**src/rtl/game_move_sequencer.sv**
```systemverilog
`default_nettype none
// ----------------------------------------------------------------------------
// game_move_sequencer : buffers up to DEPTH moves and replays them into the
// game FSM, owning its reset during a run and reporting the outcome. Rev 1.0
// ----------------------------------------------------------------------------
module game_move_sequencer #(
   parameter int DEPTH        = 16,
   parameter int CNT_W        = 5,
   parameter int RST_CYCLES   = 5,
   parameter int DRAIN_CYCLES = 2
) (
   input  logic             clk,
   input  logic             reset,
   input  logic             load_valid,
   input  logic [1:0]       load_dir,
   output logic             load_ready,
   input  logic             clear,
   input  logic             start,
   input  logic             abort,
   input  logic             game_d,
   input  logic             game_win,
   output logic             game_reset,
   output logic             n,
   output logic             s,
   output logic             e,
   output logic             w,
   output logic             busy,
   output logic             done,
   output logic [1:0]       result,
   output logic [CNT_W-1:0] count,
   output logic [CNT_W-1:0] moves
);

   typedef enum logic [2:0] {
      S_IDLE  = 3'd0,
      S_GRST  = 3'd1,
      S_PLAY  = 3'd2,
      S_DRAIN = 3'd3,
      S_DONE  = 3'd4
   } state_t;

   // Shared GRST/DRAIN timer; 8 bits covers phase lengths up to 256 cycles.
   localparam int               C_AW         = CNT_W - 1;
   localparam int               C_TW         = 8;
   localparam logic [CNT_W-1:0] C_DEPTH      = CNT_W'(DEPTH);
   localparam logic [C_TW-1:0]  C_RST_LAST   = C_TW'(RST_CYCLES - 1);
   localparam logic [C_TW-1:0]  C_DRAIN_LAST = C_TW'(DRAIN_CYCLES - 1);
   localparam logic [1:0]       C_RES_ABORT  = 2'b00;
   localparam logic [1:0]       C_RES_WIN    = 2'b01;
   localparam logic [1:0]       C_RES_DEAD   = 2'b10;
   localparam logic [1:0]       C_RES_EXH    = 2'b11;

   state_t           state_q, state_d;
   logic [CNT_W-1:0] count_q, count_d;
   logic [CNT_W-1:0] moves_q, moves_d;
   logic [CNT_W-1:0] rd_ptr_q, rd_ptr_d;
   logic [C_TW-1:0]  timer_q, timer_d;
   logic [1:0]       result_q, result_d;
   logic [3:0]       dir_q, dir_d;
   logic             game_reset_q, game_reset_d;
   logic             busy_q, busy_d;
   logic             done_q, done_d;
   logic             load_ready_q, load_ready_d;
   logic [1:0]       buf_q [DEPTH];

   logic             w_wr_en;
   logic [CNT_W-1:0] w_rd_nxt;
   logic             w_stop;
   logic [1:0]       w_stop_res;

   function automatic logic [3:0] f_decode(input logic [1:0] code);
      return 4'b1000 >> code;
   endfunction

   assign w_rd_nxt   = rd_ptr_q + CNT_W'(1);
   assign w_stop     = abort | game_win | game_d;
   assign w_stop_res = abort ? C_RES_ABORT : (game_win ? C_RES_WIN : C_RES_DEAD);

   always_comb begin
      state_d  = state_q;
      count_d  = count_q;
      moves_d  = moves_q;
      rd_ptr_d = rd_ptr_q;
      timer_d  = timer_q;
      result_d = result_q;
      dir_d    = 4'b0000;
      w_wr_en  = 1'b0;
      unique case (state_q)
         S_IDLE: begin
            if (clear) begin
               count_d = '0;
            end else if (start) begin
               if (count_q != '0) begin
                  state_d  = S_GRST;
                  moves_d  = '0;
                  rd_ptr_d = '0;
                  timer_d  = '0;
               end
            end else if (load_valid && load_ready_q) begin
               w_wr_en = 1'b1;
               count_d = count_q + CNT_W'(1);
            end
         end
         S_GRST: begin
            if (abort) begin
               state_d  = S_DONE;
               result_d = C_RES_ABORT;
            end else if (timer_q == C_RST_LAST) begin
               state_d = S_PLAY;
               dir_d   = f_decode(buf_q[rd_ptr_q[C_AW-1:0]]);
            end else begin
               timer_d = timer_q + C_TW'(1);
            end
         end
         S_PLAY: begin
            // A move that coincides with win/dead/abort is not credited.
            if (w_stop) begin
               state_d  = S_DONE;
               result_d = w_stop_res;
            end else begin
               moves_d  = moves_q + CNT_W'(1);
               rd_ptr_d = w_rd_nxt;
               if (w_rd_nxt == count_q) begin
                  state_d = S_DRAIN;
                  timer_d = '0;
               end else begin
                  dir_d = f_decode(buf_q[w_rd_nxt[C_AW-1:0]]);
               end
            end
         end
         S_DRAIN: begin
            if (w_stop) begin
               state_d  = S_DONE;
               result_d = w_stop_res;
            end else if (timer_q == C_DRAIN_LAST) begin
               state_d  = S_DONE;
               result_d = C_RES_EXH;
            end else begin
               timer_d = timer_q + C_TW'(1);
            end
         end
         S_DONE: begin
            state_d = S_IDLE;
         end
         default: begin
            state_d = S_IDLE;
         end
      endcase
      game_reset_d = (state_d == S_GRST);
      busy_d       = (state_d != S_IDLE);
      done_d       = (state_d == S_DONE);
      load_ready_d = (state_d == S_IDLE) && (count_d < C_DEPTH);
   end

   always_ff @(posedge clk) begin
      if (reset) begin
         state_q      <= S_IDLE;
         count_q      <= '0;
         moves_q      <= '0;
         rd_ptr_q     <= '0;
         timer_q      <= '0;
         result_q     <= C_RES_ABORT;
         dir_q        <= 4'b0000;
         game_reset_q <= 1'b0;
         busy_q       <= 1'b0;
         done_q       <= 1'b0;
         load_ready_q <= 1'b1;
      end else begin
         state_q      <= state_d;
         count_q      <= count_d;
         moves_q      <= moves_d;
         rd_ptr_q     <= rd_ptr_d;
         timer_q      <= timer_d;
         result_q     <= result_d;
         dir_q        <= dir_d;
         game_reset_q <= game_reset_d;
         busy_q       <= busy_d;
         done_q       <= done_d;
         load_ready_q <= load_ready_d;
      end
   end

   always_ff @(posedge clk) begin
      if (w_wr_en) begin
         buf_q[count_q[C_AW-1:0]] <= load_dir;
      end
   end

   assign load_ready = load_ready_q;
   assign game_reset = game_reset_q;
   assign n          = dir_q[3];
   assign s          = dir_q[2];
   assign e          = dir_q[1];
   assign w          = dir_q[0];
   assign busy       = busy_q;
   assign done       = done_q;
   assign result     = result_q;
   assign count      = count_q;
   assign moves      = moves_q;

endmodule
`default_nettype wire

```
**config.mk**
```make
export PLATFORM = sky130hd
export DESIGN_NAME = game_move_sequencer
export DESIGN_NICKNAME = d
export VERILOG_FILES = /design/src/rtl/game_move_sequencer.sv
export SDC_FILE = /design/constraint.sdc
export NUM_CORES = 1
export LEC_CHECK = 0
export ABC_AREA = 1
export BUFFER_PORTS_ARGS = -buffer_cell sky130_fd_sc_hd__buf_2
export CORE_UTILIZATION = 35
export CTS_CLUSTER_DIAMETER = 80
export DETAILED_ROUTE_END_ITERATION = 10
export PLACE_DENSITY = 0.59
export SYNTH_ARGS = -nofsm -noshare
export SYNTH_HDL_FRONTEND = slang
export SYNTH_SLANG_ARGS = --single-unit
```
**constraint.sdc**
```tcl
create_clock -name clk -period 2.4 [get_ports clk]
set_clock_uncertainty 0.1 [all_clocks]
set_input_delay 0.36 -clock clk [delete_from_list [all_inputs] [get_ports clk]]
set_output_delay 0.36 -clock clk [all_outputs]
set_load 0.02 [all_outputs]
```
==> results of run 1 <==
cells in the mapped netlist, types with 4 or more instances:
master and count:
nor2_1 34, a21oi_2 7, buf_2 5, clkbuf_1 4, nor3_2 4, o211ai_1 11
nand2_2 14, a21oi_1 38, edfxtp_1 32, nand3_1 48, nor2_2 6, nand4_1 8
inv_1 57, ha_1 9, o21ai_0 29, nand2_1 79, dfxtp_1 40, inv_2 10
final timing paths:
check        startpoint         to  slack, ps  cells past startpoint
max            count[0]   moves[4]        360                      9
min               abort  result[1]        190                      4
max reg2reg    count[0]   moves[4]        360                      9
min reg2reg   result[1]  result[1]        370                      2
worst reg2reg max path, delay by kind of cell, from the launching register on:
family                     cells  cell delay, ps
buffers and inverters          1             160
DFF                            1             450
adders and majority gates      1             260
AOI/OAI and AO/OA              1             200
and+or+nand+nor                6             770
area by class of cell:
class	instances	share of cell area (%)
clock buffers	11	3.48
clock inverters	5	1.23
inverters	67	5.73
multi-input cells	320	41.1
flip-flops and latches	72	40.1
well taps	140	3.99
repair buffers	35	4.33
flip-flops by register name (all words and copies together) (netlist names), named ones only:
register	count
buf_q	32
busy	1
count	5
dir_q	4
done	1
game_reset	1
load_ready	1
moves	5
rd_ptr_q	5
result	2
state_q	3
timer_q	8
power breakdown:
part / internal [mW] / switching [mW] / total [mW] / leakage (nW)
combinational: 0.0442 / 0.104 / 0.148 / 0.969
sequential: 1.29 / 0.00857 / 1.30 / 0.611
clock: 0.540 / 0.478 / 1.02 / 0.105
layer usage:
layer	wire length, um	vias up	part of all wire (%)
met5	0	-	0
met4	174	0	1.9
met3	421	13	4.6
met2	4050	78	45
met1	4440	1501	49
li1	-	1651	-
logic make-up after synthesis:
logic type,Yosys count,synth area share (%)
adder cells (fa/ha/maj),9,2.91
buffers and inverters,77,7.82
flip-flops,72,45.5
AND/OR/NAND/NOR,214,28.9
AO/OA/AOI/OAI,93,14.0
XOR/XNOR,4,0.905
==> metrics.txt, run 1 <==
# port buffers 29; crit-path cells inv_1, ha_1, nand2_1, nor2_2, o21ai_4, nand3_4, nor3_2, and3_1, nor3_2; worst-path maximum fanout 8; Main synth FF type dfxtp_1; Crit Path Class flop to flop; first-pass GRT wire length 15,000 um; grt peak-use layer met2; fraction of registers with async set/reset 0%; antenna violations before repair 0; Crit. End Element flop; Syn Area/Cell 8.25 um^2; TritonRoute pass-1 iters 5; Vias/cell 4.99; Finished Core Util 40.7%; max-cap viol count 0; Multi-input gate area 1810 um^2; GR Overflow Total 0; Initial Util 35.9%; sequential share of the synthesized area 45.5%; Area contributors post-synth edfxtp_1, dfxtp_1, nand2_1, nand3_1, inv_1; chip height 107 um; relative slew slack 62.1%; row cnt 38; initial DRC count 214; clk_lat worst skew 370 ps; endpoints failing hold 0; post-placement cell count 634; TritonCTS clock tree built; top cell type's share of synthesized area 24.8%; met1 GRT Util 23.1%; Syn Std Cell Area 3870 um^2; met2 GRT Util 26.2%; Post-CTS Setup Bufs 0; die footprint 11,500 um^2; RePlAce Congestion 0.841; Period minus WS final 2040 ps; via count 3,243; DP Wirelength 6880 um; Final Instance Area 4390 um^2; Max Fclk 490 MHz; Die W 107 um; YS warnings 0; CP top delay family simple AND/OR/NAND/NOR gates; Hold/Removal Path Class input pin to flop; status finished clean; clk sink count 72; FF+latch count, synth 72; Buffers & Inverters on Critical Path 1; Syn Nets 488; final setup TNS 0 ps; DRC viols 0; VDD IR max 0.441 mV; pwr dens 561 nW/um^2; RSZ-0062 raised after global routing false; Core ar. 10,800 um^2; Worst Max-Slew Pin Slew 563 ps; setup ws final 361 ps; crit-path most repeated cell nor3_2; Max stage delay on crit path 450 ps; # IOs 30; CP Launch Type flop; total wire length 9090 um; Total Power 2.46 mW; cell count after synthesis 469; fin crit share 85.0%; Root Driver clkbuf_8; # setup viols final 0; synth unique cells 39; most frequent cells in the layout nand2_1, inv_1, nand3_1, dfxtp_1, a21oi_1; area leader, netlist edfxtp_1; CTS buffer count 9; worst hold slack 194 ps; Post-synth EDFFs 32; Final Instance Count excl. Fillers 650; number of global-route vias before repair 3,073; max-slew violations 0; Diodes inserted 0; most common library cell in the layout ignoring fill and taps nand2_1; clk slew on worst S/H paths 80 ps; Post-CTS Resized 0; DRT antenna net count 0; pin count of the biggest net entering global routing 33; Post-CTS Hold Buffers 0; CP Data Required Time 2560 ps; WP data arrival 2200 ps; post-place setup slack 366 ps; Slowest cell on crit path dfxtp_1; CTS Buffer Depth 2; Leakage Power 1.68 nW; M3 GR Usage 4.13%; fraction of layout instances using a drive strength above 1 21.0%; post-layout net count 524; Seq. cell area 1760 um^2; drt wl/cell 14.0 um; GRT Total Usage 17.1%; synth-to-layout area growth 13.4%; # fillers 1,092; H-tree levels 3; placed instance area 4190 um^2
No activity file was read; power rests on OpenSTA's default activity.
==> run 2: changes to the inputs <==
--- a/config.mk
+++ b/config.mk
@@ -5,12 +5,12 @@
 export SDC_FILE = /design/constraint.sdc
 export NUM_CORES = 1
 export LEC_CHECK = 0
-export ABC_AREA = 1
+export ABC_AREA = 0
 export BUFFER_PORTS_ARGS = -buffer_cell sky130_fd_sc_hd__buf_2
 export CORE_UTILIZATION = 35
 export CTS_CLUSTER_DIAMETER = 80
 export DETAILED_ROUTE_END_ITERATION = 10
-export PLACE_DENSITY = 0.59
+export PLACE_DENSITY = 0.61
 export SYNTH_ARGS = -nofsm -noshare
 export SYNTH_HDL_FRONTEND = slang
 export SYNTH_SLANG_ARGS = --single-unit
==> constraint.sdc (replaced) <==
create_clock -name clk -period 1.7 [get_ports clk]
set_clock_uncertainty 0.1 [all_clocks]
set_input_delay 0.255 -clock clk [delete_from_list [all_inputs] [get_ports clk]]
set_output_delay 0.255 -clock clk [all_outputs]
set_load 0.02 [all_outputs]
==> run 2 against run 1 <==
The flow now finishes with violations (negative setup slack). Die area decreased by 5.5%. Register-to-register slack lost 660 ps. Setup slack worse by 660 ps. Sequential cell count did not move. Worst hold slack got worse by 11 ps. Via count decreased by 12%. Cell area grew 22%. Largest cell class unchanged. Highest routed layer unchanged.
==> metrics.txt, run 2 <==
setup ws final -298 ps (was 361 ps); failing checks negative setup slack; worst-path maximum fanout 10 (was 8); Root Driver clkbuf_8 (unchanged); Worst Max-Slew Pin Slew 442 ps (was 563 ps); Sequential Power Share 55.1% (was 52.6%); Area contributors post-synth edfxtp_1, dfxtp_1, mux4_2, mux4_1, nor2_1 (was edfxtp_1, dfxtp_1, nand2_1, nand3_1, inv_1); CP Launch Type flop (unchanged); sequential share of the synthesized area 48.2% (was 45.5%); TritonRoute pass-1 iters 4 (was 5); GR Overflow Total 0 (unchanged); die footprint 10,900 um^2 (was 11,500 um^2); synth-to-layout area growth 46.3% (was 13.4%); fin crit share 118% (was 85.0%); RePlAce Congestion 0.854 (was 0.841); CP Data Required Time 1840 ps (was 2560 ps); Initial Util 36.7% (was 35.9%); CTS Buffer Depth 2 (unchanged); status finished with violations (was finished clean); met2 GRT Util 27.2% (was 26.2%); RSZ-0062 raised after global routing true (was false); M3 GR Usage 3.70% (was 4.13%); Clock power frac 39.4% (was 41.4%); Period minus WS final 2000 ps (was 2040 ps); top cells by count, synth nor2_1, dfxtp_1, edfxtp_1 (was nand2_1, inv_1, nand3_1); chip height 104 um (was 107 um); met1 GRT Util 22.7% (was 23.1%); number of global-route vias before repair 2,888 (was 3,073); synth unique cells 56 (was 39); Worst R2R Start rd_ptr_q[0] (was count[0]); worst hold path depth 1 (was 4); top cell type's share of synthesized area 26.3% (was 24.8%); first-pass GRT wire length 14,600 um (was 15,000 um); TritonCTS clock tree built (unchanged); initial DRC count 112 (was 214); cell count after synthesis 317 (was 469); count leader, synth nor2_1 (was nand2_1); YS warnings 0 (unchanged); most common library cell in the layout ignoring fill and taps buf_4 (was nand2_1); VDD IR max 0.617 mV (was 0.441 mV); reg2reg setup slack -300 ps (was 360 ps); area leader, netlist edfxtp_1 (unchanged); antenna violations before repair 0 (unchanged); via count 2,870 (was 3,243); row cnt 36 (was 38); Syn Area/Cell 11.5 um^2 (was 8.25 um^2); post-layout net count 449 (was 524); Crit. End Element flop (unchanged); # IOs 30 (unchanged); Vias/cell 5.05 (was 4.99); Syn Nets 336 (was 488); relative slew slack 70.6% (was 62.1%); pwr dens 612 nW/um^2 (was 561 nW/um^2); # port buffers 29 (unchanged); DP Wirelength 6630 um (was 6880 um); NetSw 0.841 mW (was 0.591 mW); worst min-delay path startpoint load_dir[0] (was abort); WP data arrival 2140 ps (was 2200 ps); most frequent cells in the layout buf_4, edfxtp_1, buf_2, dfxtp_1, nor2_1 (was nand2_1, inv_1, nand3_1, dfxtp_1, a21oi_1); max-cap viol count 0 (unchanged); DRT antenna net count 0 (unchanged); GRT Total Usage 17.1% (about the same); Max Fclk 500 MHz (was 490 MHz); endpoints failing hold 0 (unchanged); DRC viols 0 (unchanged); Hold Path End buf_q[10][0] (was result[1]); FF-to-FF End dir_q[2] (was moves[4]); FF+latch count, synth 72 (unchanged); drt wl/cell 15.9 um (was 14.0 um); worst r2r path cells 5 (was 9); Core ar. 9950 um^2 (was 10,800 um^2); Die W 104 um (was 107 um); Hold/Removal Path Class input pin to flop (unchanged); Diodes inserted 0 (unchanged); max-slew violations 0 (unchanged); Sw Share 25.7% (was 24.0%); Leakage Power 1.94 nW (was 1.68 nW); H-tree levels 3 (unchanged); CTS buffer count 9 (unchanged); grt peak-use layer met2 (unchanged); fraction of registers with async set/reset 0% (unchanged); clk slew on worst S/H paths 90 ps (was 80 ps); # setup viols final 59 (was 0); clk sink count 72 (unchanged); Total Power 3.27 mW (was 2.46 mW); fraction of layout instances using a drive strength above 1 55.2% (was 21.0%); worst hold slack 183 ps (was 194 ps); Post-synth EDFFs 32 (unchanged); internal power 2.43 mW (was 1.87 mW); Crit Path Class flop to flop (unchanged); Syn Std Cell Area 3650 um^2 (was 3870 um^2); Main synth FF type dfxtp_1 (unchanged); max reg flops 32 (unchanged); clk_lat worst skew 360 ps (was 370 ps); pin count of the biggest net entering global routing 28 (was 33); Logic pwr share 5.6% (was 6.0%); total wire length 9010 um (was 9090 um)
run 2: cell types whose count changed in the layout (fill, tap and decap cells not counted), moves of 10 or more:
cell / previous run / this run
dfxtp_1: 40 / 28
nand2_2: 14 / 0
o21ai_0: 29 / 3
inv_1: 57 / 5
buf_4: 6 / 77
nand3_1: 48 / 8
a21oi_1: 38 / 6
mux4_2: 0 / 17
nor2_4: 3 / 13
o211ai_1: 11 / 0
nand2_1: 79 / 15
run 2: area by class of cell:
| class | instances | area [um^2] |
|---|---|---|
| clock buffers | 9 | 124 |
| clock inverters | 7 | 60.1 |
| fillers | 845 | 4610 |
| inverters | 8 | 35.0 |
| multi-input cells | 223 | 2320 |
| flip-flops and latches | 72 | 1790 |
| well taps | 133 | 166 |
| repair buffers | 116 | 848 |
run 2: per-stage QoR:
stage | setup TNS, ps | setup slack, ps | util, % | std cells | instance area, um^2
2_1_floorplan | -4690 | -245 | - | 317 | 3880
3_3_place_gp | -10370 | -318 | 46.9 | 543 | 4670
3_5_place_dp | -10850 | -410 | 46.9 | 543 | 4670
4_1_cts | -8070 | -305 | 52.1 | 565 | 5190
5_1_grt | -11870 | -357 | 53.7 | 568 | 5350
6_report | -6760 | -298 | 53.7 | 568 | 5350
run 2: how the worst max path moves through the flow:
stage / startpoint / endpoint / slack [ps]
finish: rd_ptr_q[0] / dir_q[2] / -300
detailed placement: flop / dir_q[3] / -410
CTS: rd_ptr_q[0] / dir_q[3] / -300
global placement: flop / dir_q[3] / -320
global route: rd_ptr_q[0] / dir_q[2] / -360
floorplan: rd_ptr_q[0] / dir_q[3] / -250
run 2: power groups by stage:
stage               clock network, mW  registers [mW]  logic (mW)
floorplan                           0            1.85      0.0659
global placement                    0            1.84       0.144
detailed placement                  0            1.84       0.145
CTS                              1.32            1.80       0.173
global route                     1.38            1.80       0.196
finish                           1.29            1.80       0.182
run 2: routing by layer:
metal	vias up	routed length [um]
met3	11	333
met2	61	4340
li1	1421	-
met5	-	0
met1	1377	4230
met4	0	97
run 2: kinds of logic after synthesis:
family / synth area share (%)
xor gates and xnor gates: 4.25
muxes: 13.9
AOI/OAI and AO/OA: 9.89
DFF: 48.2
and+or+nand+nor: 17.9
buffers and inverters: 2.77
adders and majority gates: 3.08
run 2: worst max-delay path, stage by stage, from the launching register on:
cell      delay, ps
dfxtp_4         380
ha_4            350
mux4_2          330
mux4_2          540
nand3b_1        120
o21ai_1          60
run 2: timing repair:
| item | 4_1_cts | 5_1_grt |
|---|---|---|
| gates resized for setup | 61 | 35 |
| endpoints found under the setup margin | 63 | 67 |
| pin swaps | 19 | 13 |
| buffers inserted | 7 | 3 |
| hold buffers | 0 | 0 |
